--- config.mk ---
export PLATFORM = sky130hd
export DESIGN_NAME = rgb_serial_comparator
export DESIGN_NICKNAME = d
export VERILOG_FILES = /design/src/rtl/rgb_serial_comparator.sv
export SDC_FILE = /design/constraint.sdc
export NUM_CORES = 1
export LEC_CHECK = 0
export ABC_CLOCK_PERIOD_IN_PS = 4650
export CELL_PAD_IN_SITES_DETAIL_PLACEMENT = 1
export CELL_PAD_IN_SITES_GLOBAL_PLACEMENT = 2
export CORE_ASPECT_RATIO = 1.4
export CORE_UTILIZATION = 35
export CTS_BUF_LIST = sky130_fd_sc_hd__clkbuf_8
export CTS_CLUSTER_DIAMETER = 150
export DETAILED_ROUTE_END_ITERATION = 16
export HOLD_SLACK_MARGIN = 0.05
export PLACE_DENSITY_LB_ADDON = 0.1
export SETUP_SLACK_MARGIN = 0.4
export SLEW_MARGIN = 10
export SYNTH_ARGS = -nofsm -noshare
export SYNTH_HDL_FRONTEND = slang
export SYNTH_SLANG_ARGS = --single-unit
--- constraint.sdc ---
create_clock -name clk -period 4.65 [get_ports clk]
set_clock_uncertainty 0.15 [all_clocks]
set_input_delay 0.6975 -clock clk [delete_from_list [all_inputs] [get_ports clk]]
set_output_delay 0.6975 -clock clk [all_outputs]
set_load 0.005 [all_outputs]
--- src/rtl/rgb_serial_comparator.sv ---
// Bit-serial MSB-first magnitude comparator driving the board RGB LED.
// red = a>=b, green = a<=b, blue = a!=b, latched when a compare completes.
module rgb_serial_comparator #(
    parameter int WIDTH     = 8,
    parameter bit SIGNED_EN = 1'b1
) (
    input  logic             clk,
    input  logic             reset,
    input  logic             start,
    input  logic             signed_mode,
    input  logic [WIDTH-1:0] a,
    input  logic [WIDTH-1:0] b,
    output logic             busy,
    output logic             done,
    output logic             red,
    output logic             green,
    output logic             blue
);
    localparam int CW = (WIDTH > 2) ? $clog2(WIDTH) : 1;
    localparam logic [CW-1:0] CNT_MAX = CW'(WIDTH - 1);

    typedef enum logic [1:0] {
        IDLE = 2'd0,
        CMP  = 2'd1,
        DONE = 2'd2
    } state_t;

    state_t           state, state_nxt;
    logic [WIDTH-1:0] sh_a, sh_b;
    logic [CW-1:0]    cnt;
    logic             sgn, gt, lt;
    logic             gt_nxt, lt_nxt;
    logic             load, last;
    logic             a_bit, b_bit, sign_bit;

    always_ff @(posedge clk or posedge reset) begin
        if (reset) state <= IDLE;
        else       state <= state_nxt;
    end

    always_comb begin
        state_nxt = state;
        busy      = 1'b0;
        done      = 1'b0;
        load      = 1'b0;
        last      = 1'b0;
        case (state)
            IDLE: begin
                if (start) begin
                    load      = 1'b1;
                    state_nxt = CMP;
                end
            end
            CMP: begin
                busy = 1'b1;
                if (cnt == '0) begin
                    last      = 1'b1;
                    state_nxt = DONE;
                end
            end
            DONE: begin
                done      = 1'b1;
                state_nxt = IDLE;
            end
            default: state_nxt = IDLE;
        endcase
    end

    // First differing bit decides; the sign bit flips polarity in signed mode.
    always_comb begin
        a_bit    = sh_a[WIDTH-1];
        b_bit    = sh_b[WIDTH-1];
        sign_bit = sgn && (cnt == CNT_MAX);
        gt_nxt   = gt;
        lt_nxt   = lt;
        if (!gt && !lt && (a_bit != b_bit)) begin
            if (a_bit ^ sign_bit) gt_nxt = 1'b1;
            else                  lt_nxt = 1'b1;
        end
    end

    always_ff @(posedge clk or posedge reset) begin
        if (reset) begin
            sh_a  <= '0;
            sh_b  <= '0;
            cnt   <= '0;
            sgn   <= 1'b0;
            gt    <= 1'b0;
            lt    <= 1'b0;
            red   <= 1'b0;
            green <= 1'b0;
            blue  <= 1'b0;
        end else if (load) begin
            sh_a <= a;
            sh_b <= b;
            sgn  <= SIGNED_EN ? signed_mode : 1'b0;
            gt   <= 1'b0;
            lt   <= 1'b0;
            cnt  <= CNT_MAX;
        end else if (busy) begin
            sh_a <= sh_a << 1;
            sh_b <= sh_b << 1;
            cnt  <= cnt - 1'b1;
            gt   <= gt_nxt;
            lt   <= lt_nxt;
            // LEDs take the flags including the bit-0 decision made this edge.
            if (last) begin
                red   <= ~lt_nxt;
                green <= ~gt_nxt;
                blue  <= gt_nxt | lt_nxt;
            end
        end
    end
endmodule

==> metrics.csv, run 1 <==
stage;metric;value;unit
final_layout;final core utilization;45.9;%
yosys;post-synthesis sequential area ratio;55.4;%
timing;final setup fails;0;
timing;Slew Limit Fails;0;
power_and_ir_drop;Net Switching;0.000338;W
final_layout;n_diodes;0;
timing;post-route minimum period;2.72;ns
timing;Max-slew headroom;27.8;%
timing;WHS;0.337;ns
yosys;Synth top area share;55.4;%
floorplan;Std-Cell Rows;25;
timing;final hold violations;0;
grt;largest net degree at the start of global routing;28;
clock_network;TritonCTS clock tree;done;
floorplan;Die W;51.9;microns
final_layout;NumNets Final;168;
final_layout;share of layout cells above drive strength 1;7.64;%
drt;WL/cell;14.5;microns
drt;Final ANT Viol Nets;0;
timing;worst-margin pin slew;1.08;ns
yosys;Synth cell types;29;
drt;DR pass1 iterations;4;
grt;vias in the first global route;1001;
final_layout;FILL cells;398;
min_path;worst min path class;reg2reg;
floorplan;Initial Util;36.4;%
drt;post-DR vias/cell;5.18;
clock_network;clock latency on the worst-skew pair;0.27;ns
final_layout;non-filler cells, final;184;
clock_network;H-tree levels;1;
yosys;Mean Syn Cell Area;10.1;sq um
worst_setup_path;Worst Setup End Kind;output pin;
power_and_ir_drop;Static Leak;0.703;nW
yosys;top_reg_cell synth;dfrtp_1;
grt;Total Routing Usage GR;16.2;%
grt;first-pass GRT wire length;4440;microns
clock_network;Clk pin slew, worst setup/hold paths;0.09;ns
worst_setup_path;CP Data Arrival Time;1.87;ns
worst_setup_path;Critical Path RT;3.80;ns
clock_network;CTS root buf;clkbuf_8;
outcome;outcome;finished, final reports clean;
clock_network;CTS sink count;27;
yosys;EDFF count, synth;0;
yosys;syn nets;144;
power_and_ir_drop;Peak VDD IR;219;uV
yosys;Cell Area, Synth;1220;sq um
power_and_ir_drop;PD cells;580;nW/um^2
timing;RSZ-0062 raised after global routing;false;
floorplan;Core Area;3350;sq um
clock_network;hold_buf cts;0;
worst_setup_path;peak fanout along the critical path;20;
yosys;Post-synth top cells;36 x nand2_1, 27 x dfrtp_1, 14 x a22oi_1;
clock_network;post_cts resized;0;
yosys;most frequent cell after synthesis;nand2_1;
grt;initial antenna violation count;0;
clock_network;clk buf depth;2;
clock_network;cts bufs inserted;3;
floorplan;total I/O pin count;25;
power_and_ir_drop;sequential share of power;45.5;%
worst_setup_path;critical path class;reg2out;
worst_setup_path;startpoint types;register;
power_and_ir_drop;Net Sw Frac;37.9;%
placed_design;dpl hpwl;1920;microns
final_layout;Layout area overhead;25.8;%
timing;post-layout worst setup margin;1.93;ns
job;total of max-cap violations;0;
timing;f_max;368;MHz
yosys;flop and latch count out of synthesis;27;
floorplan;Die Height;71.9;microns
floorplan;DIE AREA;3730;sq um
placed_design;IO Port Bufs;24;
power_and_ir_drop;clock share of power;14.5;%
grt;GRT overflow;0;
yosys;YS warnings;0;
drt;total wire length;2680;microns
power_and_ir_drop;logic gate share of total power;40.0;%
yosys;Area contributors post-synth;dfrtp_1 55%, nand2_1 11%, a22oi_1 8.6%;
clock_network;post-CTS setup buffer count;0;
placed_design;pre-CTS WS;2.14;ns
placed_design;Placed Instances;180;
yosys;Synth area leader;dfrtp_1;
yosys;Synth async-reset ratio;100;%
timing;final worst-path cycle share;58.5;%
timing;post-route setup TNS;0;ns
yosys;Cells after Synth;121;
drt;drt initial violations;16;
power_and_ir_drop;internal power;0.000553;W
drt;vias;953;
placed_design;GPL Wtd Cong;0.725;
drt;DRC;0;
[per-layer routing]
layer / global-route usage, % / wire length, microns / vias up
li1: - / - / 461
met2: 28.3 / 1400 / 18
met5: 0 / 0 / -
met3: 2.97 / 91 / 2
met4: 6.31 / 19 / 0
met1: 18.9 / 1170 / 472
[cell families (layout without fill, tap and decap cells)]
family,Yosys count,in the layout,synth area share [%]
flip-flops,27,27,55.4
multiplexers,3,3,2.67
adder cells (fa/ha/maj),3,3,3.08
AND/OR/NAND/NOR,48,48,17.3
AO/OA/AOI/OAI,28,28,16.0
buffers and inverters,11,34,4.20
XOR/XNOR,1,1,1.33
[power by group through the flow]
| stage | Clock [W] | Sequential (W) | Combinational, W |
|---|---|---|---|
| after floorplan | 0 | 0.000391 | 0.000259 |
| after global placement | 0 | 0.000405 | 0.000347 |
| after detailed placement | 0 | 0.000412 | 0.000363 |
| after CTS | 0.000137 | 0.000407 | 0.000365 |
| after global routing | 0.000143 | 0.000420 | 0.000410 |
| final | 0.000129 | 0.000406 | 0.000356 |
[critical path, stage by stage (launching register included)]
cell and delay (ns):
dfrtp_1 0.44, nand2b_2 0.27, inv_2 0.31, clkdlybuf4s50_1 0.58
[metrics by stage]
step | total power [W] | instance area, sq um
3_5_place_dp | 0.000775 | 1490
6_report | 0.000891 | 1540
3_3_place_gp | 0.000752 | 1490
2_1_floorplan | 0.000650 | 1220
5_1_grt | 0.000973 | 1540
4_1_cts | 0.000908 | 1540
[layout make-up]
class	instances	area (sq um)	share of cell area (%)
sequential	27	676	44.0
multi-input combinational	83	498	32.4
timing repair buffer	25	248	16.1
tap	40	50.0	3.26
clock buffer	3	41.3	2.69
inverter	5	18.8	1.22
clock inverter	1	3.75	0.244
[sequential cells by signal (all words and copies together) (netlist names)]
register and count:
lt 1, blue 1, state 2, green 1, sh_b 8, sgn 1
red 1, sh_a 8, cnt 3, gt 1
[final timing paths]
check	from	end	slack, ns	cells after the start
hold / removal	sh_b[3]$_DFFE_PP0P_	sh_b[3]$_DFFE_PP0P_	0.34	2
setup reg to reg	state[0]$_DFFE_PP0P_	sh_a[1]$_DFFE_PP0P_	2.85	3
max in group asynchronous	reset	sh_b[7]$_DFFE_PP0P_	2.89	2
hold reg to reg	sh_b[3]$_DFFE_PP0P_	sh_b[3]$_DFFE_PP0P_	0.34	2
setup / recovery	state[1]$_DFFE_PP0P_	busy	1.93	3
min in group asynchronous	reset	green$_DFFE_PP0P_	0.83	2
[layout by cell type, fill, tap and decap left out, drive strengths merged, types with 2 or more instances in the layout]
master	instances
nor2	2
ha	3
o21ai	4
nand2	36
a21oi	3
a22oi	14
nor3	2
inv	6
clkdlybuf4s50	24
a31oi	2
nor2b	2
clkbuf	3
dfrtp	27
mux2	2
Note: power is estimated with default switching activity, not from simulation.
==> run 2, diff against run 1 <==
- ABC_CLOCK_PERIOD_IN_PS: 4650 -> 2800
- CORE_UTILIZATION: 35 -> 32
- clock period: 4.65 -> 2.8 ns (I/O delays scaled with it)
==> metrics.csv, run 2 (synthesized netlist as in run 1, its figures left out) <==
stage;metric;value;unit;change
outcome;outcome;finished, final reports clean;;unchanged
clock_network;clock latency on the worst-skew pair;0.27;ns;about the same
clock_network;CTS sink count;27;;unchanged
power_and_ir_drop;clock share of power;14.8;%;was 14.5%
floorplan;Die Height;75.1;microns;was 71.9 microns
clock_network;post_cts resized;0;;unchanged
floorplan;total I/O pin count;25;;unchanged
floorplan;Core Area;3640;sq um;was 3350 sq um
floorplan;Std-Cell Rows;26;;was 25
final_layout;commonest non-fill, non-tap cell in the layout;nand2_1;;unchanged
timing;f_max;467;MHz;
grt;GRT overflow;0;;unchanged
clock_network;Clk pin slew, worst setup/hold paths;0.09;ns;about the same
timing;RSZ-0062 raised after global routing;false;;unchanged
power_and_ir_drop;internal power;0.000931;W;was 0.000553 W
clock_network;TritonCTS clock tree;done;;unchanged
power_and_ir_drop;Pwr Total;0.00149;W;was 0.000891 W
timing;post-route setup TNS;0;ns;unchanged
timing;Max-slew headroom;28.3;%;was 27.8%
min_path;worst min path class;reg2reg;;unchanged
worst_setup_path;peak fanout along the critical path;7;;was 20
timing;worst-margin pin slew;1.07;ns;was 1.08 ns
worst_setup_path;Critical Path, Cell by Cell;nand2b_2 > inv_2 > clkdlybuf4s50_1;;unchanged
final_layout;NumNets Final;170;;was 168
grt;Total Routing Usage GR;15.2;%;was 16.2%
grt;vias in the first global route;999;;was 1001
worst_setup_path;critical path class;reg2out;;unchanged
worst_setup_path;CP Data Arrival Time;1.57;ns;was 1.87 ns
power_and_ir_drop;logic gate share of total power;40.3;%;was 40.0%
grt;initial antenna violation count;0;;unchanged
job;total of max-cap violations;0;;unchanged
timing;Slew Limit Fails;0;;unchanged
clock_network;clk buf depth;2;;unchanged
power_and_ir_drop;sequential share of power;44.9;%;was 45.5%
worst_setup_path;Worst Reg-to-Reg Cells;3;;unchanged
placed_design;dpl hpwl;1940;microns;was 1920 microns
worst_setup_path;startpoint types;register;;unchanged
clock_network;hold_buf cts;0;;unchanged
drt;Final ANT Viol Nets;0;;unchanged
worst_setup_path;Max stage delay on crit path;0.50;ns;was 0.58 ns
min_path;hold-critical path depth;2;;unchanged
drt;vias;957;;was 953
timing;post-route minimum period;2.14;ns;
placed_design;GPL Wtd Cong;0.697;;was 0.725
worst_setup_path;crit path max-delay cell type;clkdlybuf4s50_1;;unchanged
drt;DR pass1 iterations;4;;unchanged
clock_network;CTS root buf;clkbuf_8;;unchanged
floorplan;DIE AREA;4070;sq um;was 3730 sq um
timing;final hold violations;0;;unchanged
floorplan;Initial Util;33.5;%;was 36.4%
worst_setup_path;Critical Path RT;2.23;ns;was 3.80 ns
drt;DRC;0;;unchanged
power_and_ir_drop;Static Leak;0.711;nW;was 0.703 nW
timing;final setup fails;0;;unchanged
clock_network;cts bufs inserted;3;;unchanged
final_layout;share of layout cells above drive strength 1;9.59;%;was 7.64%
drt;WL/cell;14.2;microns;was 14.5 microns
floorplan;Die W;54.2;microns;was 51.9 microns
power_and_ir_drop;Net Sw Frac;37.6;%;was 37.9%
clock_network;post-CTS setup buffer count;0;;unchanged
worst_setup_path;Worst Setup End Kind;output pin;;unchanged
power_and_ir_drop;PD cells;961;nW/um^2;was 580 nW/um^2
final_layout;most frequent cells in the layout;36 x nand2_1, 27 x dfrtp_1, 24 x clkdlybuf4s50_1;;unchanged
grt;largest net degree at the start of global routing;28;;unchanged
drt;drt initial violations;23;;was 16
final_layout;Layout area overhead;27.4;%;was 25.8%
drt;post-DR vias/cell;5.09;;was 5.18
timing;final worst-path cycle share;76.4;%;
placed_design;IO Port Bufs;24;;unchanged
final_layout;FILL cells;429;;was 398
drt;total wire length;2680;microns;about the same
power_and_ir_drop;Peak VDD IR;457;uV;was 219 uV
final_layout;n_diodes;0;;unchanged
final_layout;Largest regs;sh_a: 8 flops, sh_b: 8 flops, cnt: 3 flops;;unchanged
clock_network;H-tree levels;1;;unchanged
grt;first-pass GRT wire length;4440;microns;unchanged
power_and_ir_drop;Net Switching;0.000562;W;was 0.000338 W
-- run 2: cell type report --
class / instances / area (sq um) / area share (%)
clock buffers: 3 / 41.3 / 2.66
well taps: 42 / 52.6 / 3.38
multi-input cells: 83 / 498 / 32.0
flip-flops and latches: 27 / 676 / 43.5
inverters: 5 / 18.8 / 1.21
repair buffers: 27 / 263 / 16.9
clock inverters: 1 / 5.00 / 0.322
-- run 2: power by group through the flow --
| stage | Clock [W] | Sequential [W] | Combinational (W) |
|---|---|---|---|
| 3_3_place_gp | 0 | 0.000675 | 0.000592 |
| 2_1_floorplan | 0 | 0.000649 | 0.000430 |
| 6_report | 0.000221 | 0.000671 | 0.000601 |
| 5_1_grt | 0.000247 | 0.000696 | 0.000695 |
| 4_1_cts | 0.000233 | 0.000674 | 0.000619 |
| 3_5_place_dp | 0 | 0.000681 | 0.000617 |
-- run 2: worst paths after layout --
| kind | start | slack (ns) | end |
|---|---|---|---|
| setup / recovery | state[1]$_DFFE_PP0P_ | 0.66 | busy |
| hold / removal | sh_a[3]$_DFFE_PP0P_ | 0.34 | sh_a[3]$_DFFE_PP0P_ |
| hold reg to reg | sh_a[3]$_DFFE_PP0P_ | 0.34 | sh_a[3]$_DFFE_PP0P_ |
| max in group asynchronous | reset | 1.88 | sgn$_DFFE_PP0P_ |
| min in group asynchronous | reset | 0.36 | sh_a[7]$_DFFE_PP0P_ |
| setup reg to reg | state[0]$_DFFE_PP0P_ | 1.02 | sh_b[6]$_DFFE_PP0P_ |
-- run 2: worst max-delay path, delay by kind of cell (launching register included) --
kind | cells | cell delay (ns)
buffers and inverters | 2 | 0.59
and+or+nand+nor | 1 | 0.28
DFF | 1 | 0.44
-- run 2: per-layer routing --
| layer | wire (microns) | part of all wire, % | vias to the layer above | track usage, % |
|---|---|---|---|---|
| li1 | - | - | 469 | - |
| met1 | 1150 | 43 | 469 | 17.4 |
| met2 | 1430 | 53 | 17 | 27.2 |
| met3 | 70 | 2.6 | 2 | 1.82 |
| met4 | 24 | 0.90 | 0 | 6.84 |
| met5 | 0 | 0 | - | 0 |
-- run 2: per-stage QoR --
step	setup WS (ns)	std cells	hold slack, ns	area (sq um)	util (%)
2_1_floorplan	1.30	121	0.296	1220	-
3_3_place_gp	0.609	184	0.310	1510	41.4
3_5_place_dp	0.573	184	0.318	1510	41.4
4_1_cts	0.638	188	0.343	1550	42.7
5_1_grt	0.541	188	0.360	1550	42.7
6_report	0.660	188	0.337	1550	42.7
==> run 3, diff against run 2 <==
- ABC_CLOCK_PERIOD_IN_PS: 2800 -> 1800
- CORE_UTILIZATION: 32 -> 29
- clock period: 2.8 -> 1.8 ns (I/O delays scaled with it)
==> metrics.csv, run 3 (synthesized netlist as in run 1, its figures left out) <==
stage;metric;value;unit;change
outcome;outcome;finished, final reports clean;;unchanged
power_and_ir_drop;Pwr Total;0.00283;W;was 0.00149 W
grt;Total Routing Usage GR;14.2;%;was 15.2%
grt;largest net degree at the start of global routing;28;;unchanged
drt;vias;1036;;was 957
floorplan;Initial Util;30.6;%;was 33.5%
placed_design;Placed Instances;190;;was 184
clock_network;Clk pin slew, worst setup/hold paths;0.10;ns;was 0.09 ns
floorplan;Die W;56.8;microns;was 54.2 microns
floorplan;Core Area;3990;sq um;was 3640 sq um
final_layout;commonest non-fill, non-tap cell in the layout;nand2_1;;unchanged
final_layout;Layout area overhead;49.9;%;was 27.4%
placed_design;GPL Wtd Cong;0.656;;was 0.697
floorplan;Std-Cell Rows;27;;was 26
timing;final worst-path cycle share;82.5;%;
timing;final hold violations;0;;unchanged
worst_setup_path;CP Data Arrival Time;1.50;ns;was 1.57 ns
drt;DR pass1 iterations;2;;was 4
placed_design;IO Port Bufs;24;;unchanged
final_layout;share of layout cells above drive strength 1;33.1;%;was 9.59%
clock_network;cts bufs inserted;3;;unchanged
clock_network;CTS root buf;clkbuf_8;;unchanged
final_layout;n_diodes;0;;unchanged
drt;post-DR vias/cell;5.10;;was 5.09
placed_design;dpl hpwl;2050;microns;was 1940 microns
grt;initial antenna violation count;0;;unchanged
worst_setup_path;Worst Setup End Kind;register;;was output pin
drt;total wire length;3040;microns;was 2680 microns
final_layout;Largest regs;sh_a: 8 flops, sh_b: 8 flops, cnt: 3 flops;;unchanged
final_layout;most frequent cells in the layout;34 x nand2_1, 27 x dfrtp_1, 18 x clkdlybuf4s50_1;;was 36 x nand2_1, 27 x dfrtp_1, 24 x clkdlybuf4s50_1
worst_setup_path;peak fanout along the critical path;4;;was 7
worst_setup_path;critical path class;reg2reg;;was reg2out
grt;vias in the first global route;1096;;was 999
timing;RSZ-0062 raised after global routing;true;;was false
clock_network;clk buf depth;2;;unchanged
drt;drt initial violations;9;;was 23
timing;post-layout worst setup margin;0.316;ns;was 0.660 ns
final_layout;non-filler cells, final;203;;was 188
grt;GRT overflow;0;;unchanged
power_and_ir_drop;Static Leak;0.828;nW;was 0.711 nW
floorplan;DIE AREA;4470;sq um;was 4070 sq um
power_and_ir_drop;Peak VDD IR;557;uV;was 457 uV
floorplan;Die Height;78.7;microns;was 75.1 microns
clock_network;TritonCTS clock tree;done;;unchanged
min_path;worst min path class;in2async;;was reg2reg
job;total of max-cap violations;0;;unchanged
clock_network;CTS sink count;27;;unchanged
drt;Final ANT Viol Nets;0;;unchanged
timing;worst-margin pin slew;0.374;ns;was 1.07 ns
timing;Max-slew headroom;75.0;%;was 28.3%
drt;DRC;0;;unchanged
drt;WL/cell;15.0;microns;was 14.2 microns
timing;final setup fails;0;;unchanged
worst_setup_path;Critical Path RT;1.81;ns;was 2.23 ns
worst_setup_path;startpoint types;register;;unchanged
worst_setup_path;Worst Reg-to-Reg Cells;4;;was 3
clock_network;clock latency on the worst-skew pair;0.27;ns;about the same
grt;first-pass GRT wire length;4910;microns;was 4440 microns
floorplan;total I/O pin count;25;;unchanged
timing;Slew Limit Fails;0;;unchanged
timing;WHS;0.203;ns;was 0.337 ns
final_layout;FILL cells;440;;was 429
clock_network;H-tree levels;1;;unchanged
final_layout;NumNets Final;184;;was 170
timing;f_max;674;MHz;
placed_design;pre-CTS WS;-0.249;ns;was 0.573 ns
timing;post-route minimum period;1.48;ns;
power_and_ir_drop;PD cells;1550;nW/um^2;was 961 nW/um^2
run 3: routing by layer:
layer	vias up	part of all wire (%)	GRT usage, %
met4	0	0.79	4.15
met5	-	0	0
met1	516	42	15.8
met2	19	54	27.1
met3	4	3.0	2.28
li1	497	-	-
run 3: area by class of cell:
class / instances / area (sq um) / area share, %
tap: 43 / 53.8 / 2.94
inverter: 5 / 18.8 / 1.03
multi-input combinational: 83 / 638 / 34.9
clock inverter: 1 / 3.75 / 0.205
timing repair buffer: 41 / 398 / 21.8
sequential: 27 / 676 / 36.9
clock buffer: 3 / 41.3 / 2.26
run 3: worst max-delay path, stage by stage (launching register included):
cell and delay (ns):
dfrtp_1 0.42, inv_2 0.09, ha_4 0.13, and4bb_4 0.28
mux2_4 0.30
run 3: metrics by stage:
stage	TNS, ns	utilization [%]	area (sq um)
floorplan	0	-	1230
global placement	-3.20	39.0	1550
detailed placement	-3.20	39.0	1550
CTS	0	42.5	1700
global route	0	45.9	1830
finish	0	45.9	1830
run 3: power breakdown:
part           switching (W)  total [W]  internal (W)
Combinational       0.000685    0.00142      0.000738
Sequential          0.000206    0.00106      0.000858
Clock               0.000190   0.000343      0.000153
run 3: repair_timing:
action	CTS	global route
buffers inserted	5	3
pin swaps	4	12
cloned	0	1
endpoints found under the setup margin	27	25
gates resized for setup	23	31
hold buffers	0	0
run 3: path summary, 6_finish.rpt:
check,startpoint,end,slack [ns]
worst max register to register,cnt[0]$_DFFE_PP0P_,green$_DFFE_PP0P_,0.32
worst min register to register,sh_b[5]$_DFFE_PP0P_,sh_b[5]$_DFFE_PP0P_,0.33
max in group asynchronous,reset,sh_a[4]$_DFFE_PP0P_,1.03
worst max-delay path,cnt[0]$_DFFE_PP0P_,green$_DFFE_PP0P_,0.32
min in group clk,start,cnt[2]$_DFFE_PP0P_,0.32
worst min-delay path,reset,sh_b[6]$_DFFE_PP0P_,0.20
